--- config.mk ---
export PLATFORM = sky130hd
export DESIGN_NAME = age_sort_pipe
export DESIGN_NICKNAME = d
export VERILOG_FILES = /design/src/rtl/age_sort_pipe.sv
export SDC_FILE = /design/constraint.sdc
export NUM_CORES = 1
export LEC_CHECK = 0
export CAP_MARGIN = 25
export CORE_UTILIZATION = 45
export CTS_BUF_LIST = sky130_fd_sc_hd__clkbuf_2 sky130_fd_sc_hd__clkbuf_4 sky130_fd_sc_hd__clkbuf_8
export DETAILED_ROUTE_END_ITERATION = 8
export GPL_ROUTABILITY_DRIVEN = 0
export GPL_TIMING_DRIVEN = 0
export PLACE_DENSITY = 0.66
export SYNTH_ARGS = -nofsm -noshare
export SYNTH_HDL_FRONTEND = slang
export SYNTH_SLANG_ARGS = --single-unit
--- constraint.sdc ---
create_clock -name clk -period 39.5 [get_ports clk]
set_clock_uncertainty 0.05 [all_clocks]
set_input_delay 7.9 -clock clk [delete_from_list [all_inputs] [get_ports clk]]
set_output_delay 7.9 -clock clk [all_outputs]
set_load 0.05 [all_outputs]
--- src/rtl/age_sort_pipe.sv ---
// Bitonic age sorter for the bufferless router: oldest valid flit to lane 0,
// empty lanes last, with optional registers after each compare stage.
module age_sort_pipe #(
  parameter int          NUM_PORTS = 4,
  parameter int          FLIT_W    = 64,
  parameter int          AGE_LSB   = 0,
  parameter int          AGE_W     = 8,
  parameter logic [31:0] PIPE_MASK = '1
) (
  input  logic                           clk,
  input  logic                           rst_n,
  input  logic                           en,
  input  logic [NUM_PORTS-1:0]           in_valid,
  input  logic [NUM_PORTS*FLIT_W-1:0]    in_flit,
  output logic [NUM_PORTS-1:0]           out_valid,
  output logic [NUM_PORTS*FLIT_W-1:0]   out_flit,
  output logic [NUM_PORTS*$clog2(NUM_PORTS)-1:0] out_src
);

  localparam int L  = $clog2(NUM_PORTS);
  localparam int SW = (L < 1) ? 1 : L;
  localparam int S  = L * (L + 1) / 2;

  typedef struct packed {
    logic              valid;
    logic [FLIT_W-1:0] flit;
    logic [SW-1:0]     src;
  } lane_t;

  typedef logic [AGE_W+SW:0] key_t;

  // Inverted source index makes the key a total order: lower lane wins ties.
  function automatic key_t key(input lane_t x);
    return {x.valid, x.flit[AGE_LSB +: AGE_W], ~x.src};
  endfunction

  lane_t stg [S+1][NUM_PORTS];

  for (genvar i = 0; i < NUM_PORTS; i++) begin : g_io
    assign stg[0][i] = '{
      valid: in_valid[i],
      flit:  in_flit[i*FLIT_W +: FLIT_W],
      src:   SW'(i)
    };
    assign out_valid[i]              = stg[S][i].valid;
    assign out_flit[i*FLIT_W +: FLIT_W] = stg[S][i].flit;
    assign out_src[i*SW +: SW]       = stg[S][i].src;
  end

  for (genvar lk = 1; lk <= L; lk++) begin : g_merge
    for (genvar lj = lk - 1; lj >= 0; lj--) begin : g_step
      localparam int ST = lk * (lk - 1) / 2 + (lk - 1 - lj);
      localparam int K  = 1 << lk;
      localparam int J  = 1 << lj;

      lane_t c [NUM_PORTS];

      for (genvar i = 0; i < NUM_PORTS; i++) begin : g_cs
        if ((i & J) == 0) begin : g_unit
          localparam int  PR = i | J;
          localparam bit  UP = (i & K) != 0;
          logic swap;
          assign swap = UP ?
            (key(stg[ST][i]) > key(stg[ST][PR])) :
            (key(stg[ST][i]) < key(stg[ST][PR]));
          assign c[i]  = swap ? stg[ST][PR] : stg[ST][i];
          assign c[PR] = swap ? stg[ST][i]  : stg[ST][PR];
        end
      end

      if (PIPE_MASK[ST]) begin : g_reg
        lane_t q [NUM_PORTS];
        always_ff @(posedge clk) begin
          if (!rst_n) begin
            for (int i = 0; i < NUM_PORTS; i++) q[i] <= '0;
          end else if (en) begin
            for (int i = 0; i < NUM_PORTS; i++) q[i] <= c[i];
          end
        end
        for (genvar i = 0; i < NUM_PORTS; i++) begin : g_o
          assign stg[ST+1][i] = q[i];
        end
      end else begin : g_wire
        for (genvar i = 0; i < NUM_PORTS; i++) begin : g_o
          assign stg[ST+1][i] = c[i];
        end
      end
    end
  end

endmodule

==> impl_metrics.csv, run 1 <==
group,metric,value,unit
power,internal-power,1.62,mW
die,start_util,0.455,
route,via_count,25800,
sta,finalSetupViolations,0,
worst_setup_path,critical_path.cell_chain,"clkdlybuf4s50_1, inv_1, ha_1, a21o_1, a21oi_1, o21ai_1, a221oi_1, buf_2, buf_4, buf_4, mux2i_1",
layout,layout-drive-gt1-share,0.0880,
power,p_clk_frac,0.311,
worst_setup_path,worst_path_most_repeated_cell,"buf_4",
sta,timing.setup.tns,0,ns
power,pwr-share-comb,0.234,
die,die_x,290,microns
sta,slew_violations,0,
synth,synth.most_common_cell,"edfxtp_1",
die,io_pins,531,
placement,dp_hpwl,80600,microns
run,max_cap_violations,0,
route,vias_per_cell,5.39,
synth,synth.area.top_cells,"edfxtp_1 64%, mux2i_1 18%, nand2_1 8.0%",
worst_setup_path,critPathArrivalTime,10.90,ns
placement,io_buffers,530,
sta,period_minus_slack,10.39,ns
power,cellPowerDensity,50.1,nW/um^2
global_routing,grtUsageTotal,0.258,
sta,rsz0062_at_grt,"false",
layout,syn_to_final_growth,26.1,%
sta,hold_viol_final,0,
die,row_count,105,
layout,top_regs,"g_merge.g_step.g_reg.q (802)",
layout,largest_reg_flops,802,
sta,worstMarginPinSlew,1.06,ns
synth,synth_edf_count,801,
worst_setup_path,crit_path_max_fanout,10,
die,die_y,290,microns
synth,synth_commonest_cells,"801 x edfxtp_1, 794 x nand2_1, 658 x mux2i_1, 139 x nand3_1, 128 x o21ai_0",
sta,period_share,0.263,
clocking,holdBufCountCts,0,
die,core-area,82200,sq um
power,switching_share,0.316,
power,power.switching,0.749,mW
clocking,postCtsSetupBuffers,0,
route,routedWlPerCell,23.0,microns
clocking,clock_latency,0.78,ns
synth,seq_area_frac_synth,0.643,
synth,yosysWarnings,0,
clocking,ctsResizeCount,0,
layout,fillCellCount,6791,
route,drc,0,
synth,syn_inst,2919,
synth,ys_seq_elements,802,
synth,synth_nets,3236,
clocking,cts_tree,"yes",
power,ir_drop,0.0236,mV
clocking,cts_buffers,139,
worst_setup_path,endpoint_kind,"flop",
clocking,path_clk_slew,0.06,ns
power,p_seq_frac,0.455,
worst_setup_path,slowest_delay,0.49,ns
worst_setup_path,path_class,"in2reg",
synth,netlist.area_leader.share,0.642,
global_routing,grt_pass1_wl,160000,microns
layout,largest-register,"g_merge.g_step.g_reg.q",
synth,netlist-cell-type-count,36,
outcome,status,"complete, no violations",
sta,slew_headroom,0.292,
clocking,clockBufferDepth,3,
layout,final_cell_area,47200,sq um
route,drt_first_pass_iters,6,
synth,synth_largest_area_cell,"edfxtp_1",
global_routing,grt_pass1_vias,25500,
route,postRouteAntennaNets,0,
worst_setup_path,required,40.02,ns
clocking,cts_sinks,802,
power,p_leak,18.9,nW
layout,nets,3924,
synth,synthArstFlopShare,0,
hold_path,hold_path.class,"reg2reg",
synth,ys.flop_type,"edfxtp_1",
worst_setup_path,start_kind,"input port",
worst_setup_path,critPathSlowestCell,"clkdlybuf4s50_1",
placement,postPlaceCellArea,44500,sq um
synth,syn_area_per_cell,12.8,sq um
clocking,htree_num_levels,4,
route,initialDrtViolationCount,2363,
clocking,ctsRootBufferMaster,"clkbuf_8",
route,wirelength,110000,microns
sta,fmax,96.3,MHz
global_routing,grt_max_degree,74,
global_routing,grt_antenna_before_repair,13,
global_routing,grt.overflow.total,0,
die,die-area,84400,sq um
synth,synth_area,37400,sq um
[metrics by stage]
stage | total power [mW] | hold slack (ns) | setup WS (ns) | instances | utilization
6_report | 2.37 | 0.524 | 29.12 | 4792 | 0.574
5_1_grt | 2.45 | 0.548 | 28.97 | 4789 | 0.574
4_1_cts | 2.38 | 0.512 | 29.11 | 4786 | 0.574
3_5_place_dp | 1.65 | 0.511 | 28.27 | 4536 | 0.541
3_3_place_gp | 1.69 | 0.500 | 2.66 | 4519 | 0.536
2_1_floorplan | 1.46 | 0.413 | 11.17 | 2919 | -
[kinds of logic after synthesis]
kind of cell	share of synthesized area
buffers and inverters	0.0342
AOI/OAI and AO/OA	0.0260
and+or+nand+nor	0.103
muxes	0.176
adders and majority gates	0.0180
DFF	0.643
[metal layers]
layer / part of all wire / wire, microns / track usage
met1: 0.41 / 44700 / 0.329
met2: 0.48 / 53100 / 0.431
met3: 0.078 / 8540 / 0.0560
met4: 0.033 / 3660 / 0.0964
met5: 0.00060 / 66 / 0
[worst paths after layout]
| path | start | to | slack, ns | cells after the start |
|---|---|---|---|---|
| worst max-delay path | in_flit[67] | g_merge[1].g_step[0].g_reg.q[0][6] | 29.12 | 11 |
| worst min register to register | g_merge[2].g_step[1].g_reg.q[2][49] | g_merge[2].g_step[0].g_reg.q[0][250] | 0.52 | 2 |
| worst min-delay path | g_merge[2].g_step[1].g_reg.q[2][49] | g_merge[2].g_step[0].g_reg.q[0][250] | 0.52 | 2 |
| worst max register to register | g_merge[1].g_step[0].g_reg.q[0][5] | g_merge[2].g_step[1].g_reg.q[0][49] | 36.07 | 9 |
[cell usage in the layout (no fill, tap or decap), types with 3 or more instances in the layout]
| cell type | netlist | final |
|---|---|---|
| nand3_1 | 139 | 139 |
| buf_4 | 34 | 34 |
| o21ai_1 | 4 | 4 |
| nor3_1 | 6 | 6 |
| nand2_1 | 794 | 794 |
| buf_8 | 0 | 3 |
| a21o_1 | 8 | 8 |
| nor2_1 | 5 | 5 |
| inv_1 | 56 | 56 |
| clkinv_2 | 0 | 14 |
| a21oi_1 | 20 | 20 |
| inv_8 | 0 | 3 |
| edfxtp_1 | 801 | 801 |
| mux2i_1 | 658 | 658 |
| buf_6 | 15 | 16 |
| clkbuf_1 | 97 | 93 |
| clkbuf_4 | 0 | 41 |
| clkdlybuf4s50_1 | 0 | 530 |
| ha_1 | 54 | 54 |
| o31ai_1 | 10 | 10 |
| buf_2 | 43 | 43 |
| clkinv_1 | 0 | 38 |
| nand2b_1 | 4 | 3 |
| buf_16 | 0 | 13 |
| diode_2 | 0 | 6 |
| clkbuf_8 | 0 | 140 |
| buf_1 | 18 | 18 |
| clkbuf_2 | 0 | 4 |
| o21ai_0 | 128 | 128 |
| clkinv_8 | 0 | 3 |
| clkinvlp_4 | 0 | 4 |
| nand4_1 | 5 | 5 |
[power groups by stage]
stage	Combinational, mW	Clock [mW]	Sequential [mW]
6_report	0.553	0.737	1.08
3_3_place_gp	0.545	0	1.15
5_1_grt	0.580	0.785	1.08
3_5_place_dp	0.554	0	1.09
4_1_cts	0.555	0.749	1.08
2_1_floorplan	0.252	0	1.21
[area by class of cell]
| type | count | area, sq um | share of cell area |
|---|---|---|---|
| timing repair buffer | 547 | 5720 | 0.121 |
| antenna | 6 | 15.0 | 0.000318 |
| multi-input combinational | 1854 | 12100 | 0.256 |
| inverter | 56 | 210 | 0.00445 |
| tap | 1070 | 1340 | 0.0284 |
| clock inverter | 69 | 444 | 0.00941 |
| sequential | 802 | 24100 | 0.510 |
| buffer | 207 | 1080 | 0.0228 |
| clock buffer | 181 | 2230 | 0.0473 |
[critical path, delay by kind of cell]
| family | cells | cell delay [ns] |
|---|---|---|
| AOI/OAI and AO/OA | 4 | 0.69 |
| muxes | 1 | 0.32 |
| buffers and inverters | 5 | 1.68 |
| adders and majority gates | 1 | 0.29 |
Power figures use the tool's default switching activity.
==> inputs of run 2 (changes only) <==
Settings changed: PLACE_DENSITY 0.66 to 0.68.
Clock period 39.5 ns to 9.2 ns, I/O delays scaled along.
==> run 2 against run 1 <==
Compared with the run above:
- register-to-register slack got worse by 31 ns
- combinational power rose to 4.3 times the previous value
- design area fell by 0.48%
- total power rose to 4.2 times the previous value
- clock-buffer cell count did not move
- flip-flop and latch count did not move
- critical path depth fell by 3
- wire length fell by 1.1%
- worst setup slack got worse by 24 ns
- non-clock buffer count rose by 1
- critical path type unchanged
- critical endpoint is now g_merge[2].g_step[0].g_reg.q[0][202]
- largest cell class unchanged
==> impl_metrics.csv, run 2 (synthesis gave the netlist of run 1 again) <==
group,metric,value,unit
outcome,status,"complete, no violations",
power,power.total,9.99,mW
worst_setup_path,start_kind,"input port",
clocking,cts_tree,"yes",
sta,period_share,0.473,
die,die-area,84400,sq um
worst_setup_path,critPathArrivalTime,4.82,ns
worst_setup_path,timing.rr.end,"g_merge[2].g_step[0].g_reg.q[0][202]",
die,die_x,290,microns
global_routing,grt_pass1_wl,157000,microns
global_routing,grt_antenna_before_repair,10,
route,routedWlPerCell,22.8,microns
worst_setup_path,r2r_cells,9,
sta,worstMarginPinSlew,0.997,ns
placement,postPlaceCellArea,44500,sq um
die,die_y,290,microns
power,ir_drop,0.101,mV
placement,dp_hpwl,80400,microns
worst_setup_path,crit_path_start,"rst_n",
run,max_cap_violations,0,
clocking,htree_num_levels,4,
clocking,clockBufferDepth,3,
clocking,cts_buffers,133,
clocking,ctsResizeCount,0,
hold_path,holdCritStartpoint,"g_merge[2].g_step[1].g_reg.q[3][34]",
layout,nets,3919,
clocking,holdBufCountCts,0,
sta,timing.setup.tns,0,ns
sta,rsz0062_at_grt,"false",
route,drt_first_pass_iters,6,
route,initialDrtViolationCount,2289,
clocking,postCtsSetupBuffers,0,
placement,dp.cells,4537,
clocking,clock_latency,0.79,ns
die,io_pins,531,
sta,hold_viol_final,0,
hold_path,whs_endpoint,"g_merge[2].g_step[0].g_reg.q[0][168]",
layout,syn_to_final_growth,25.5,%
clocking,ctsRootBufferMaster,"clkbuf_8",
layout,final_cell_area,47000,sq um
sta,worst_slack,4.85,ns
layout,mostFrequentLayoutCells,"801 x edfxtp_1, 794 x nand2_1, 658 x mux2i_1, 530 x clkdlybuf4s50_1, 139 x nand3_1",
global_routing,grtUsageTotal,0.255,
route,route.met3.wl,7960,microns
worst_setup_path,r2r-start,"g_merge[2].g_step[1].g_reg.q[3][66]",
die,start_util,0.455,
layout,layout-drive-gt1-share,0.0855,
placement,preCtsSetupSlack,4.05,ns
sta,finalSetupViolations,0,
die,core-area,82200,sq um
clocking,path_clk_slew,0.06,ns
route,wl_met1,44700,microns
sta,fmax,230,MHz
worst_setup_path,crit_path_max_fanout,10,
hold_path,hold_path.class,"reg2reg",
layout,largest_reg_flops,802,
route,highest_layer,"met5",
worst_setup_path,required,9.68,ns
worst_setup_path,path_class,"in2reg",
route,via_count,25800,
global_routing,grt_pass1_vias,25500,
layout,seq_area,24100,sq um
sta,slew_headroom,0.336,
route,vias_per_cell,5.40,
power,p_leak,18.8,nW
sta,period_minus_slack,4.35,ns
global_routing,grt_max_degree,76,
die,row_count,105,
route,met2_length,52300,microns
power,cellPowerDensity,213,nW/um^2
route,wirelength,109000,microns
global_routing,grt.overflow.total,0,
layout,final_cell_count_no_fill,4770,
layout,top_regs,"g_merge.g_step.g_reg.q (802)",
worst_setup_path,endpoint_kind,"flop",
layout,mostFrequentLayoutCell,"edfxtp_1",
worst_setup_path,rrSetupSlack,5.51,ns
layout,fillCellCount,6834,
layout,largest-register,"g_merge.g_step.g_reg.q",
clocking,cts_sinks,802,
layout,multi_input_area,12100,sq um
sta,slew_violations,0,
route,postRouteAntennaNets,0,
placement,io_buffers,530,
route,drc,0,
hold_path,hold_depth,2,
run 2: cell types whose count changed in the layout (fill, tap and decap cells not counted), sizes merged:
cell	previous run	this run
clkinv	56	38
bufinv	2	0
inv	63	61
buf	127	128
diode	6	5
run 2: how the worst max path moves through the flow:
stage	to	slack (ns)	cells past startpoint
after floorplan	g_merge[1].g_step[0].g_reg.q[0][0]	1.25	1
after global placement	g_merge[2].g_step[0].g_reg.q[0][29]	-1.54	2
after detailed placement	g_merge[1].g_step[0].g_reg.q[0][8]	4.05	11
after CTS	g_merge[1].g_step[0].g_reg.q[0][9]	4.87	11
after global routing	g_merge[1].g_step[0].g_reg.q[0][6]	4.75	11
final	g_merge[2].g_step[0].g_reg.q[0][202]	4.85	8
run 2: per-layer routing:
metal,up-vias,global-route usage
li1,12000,-
met5,-,0
met4,8,0.102
met1,12500,0.329
met3,188,0.0534
met2,1040,0.421
run 2: where the power goes:
part / internal (mW) / total, mW / switching, mW
Clock: 1.56 / 3.00 / 1.44
Combinational: 0.829 / 2.38 / 1.55
Sequential: 4.46 / 4.62 / 0.163
Total: 6.85 / 9.99 / 3.14
run 2: cell type report:
cell class	count	area share
repair buffers	548	0.122
well taps	1070	0.0285
plain buffers	207	0.0229
clock inverters	47	0.00498
flip-flops and latches	802	0.512
clock buffers	181	0.0473
multi-input cells	1854	0.258
inverters	56	0.00447
diodes	5	0.000266
run 2: metrics by stage:
| stage | hold WS (ns) | utilization |
|---|---|---|
| after floorplan | 0.413 | - |
| after global placement | 0.498 | 0.536 |
| after detailed placement | 0.506 | 0.541 |
| after CTS | 0.515 | 0.571 |
| after global routing | 0.538 | 0.571 |
| final | 0.511 | 0.571 |
run 2: worst max-delay path, cell delays in order:
cell             delay (ns)
clkdlybuf4s50_1        0.56
nand2_1                0.27
inv_1                  0.17
buf_2                  0.22
clkbuf_1               0.77
buf_1                  0.61
nand3_1                0.14
o21ai_0                0.23
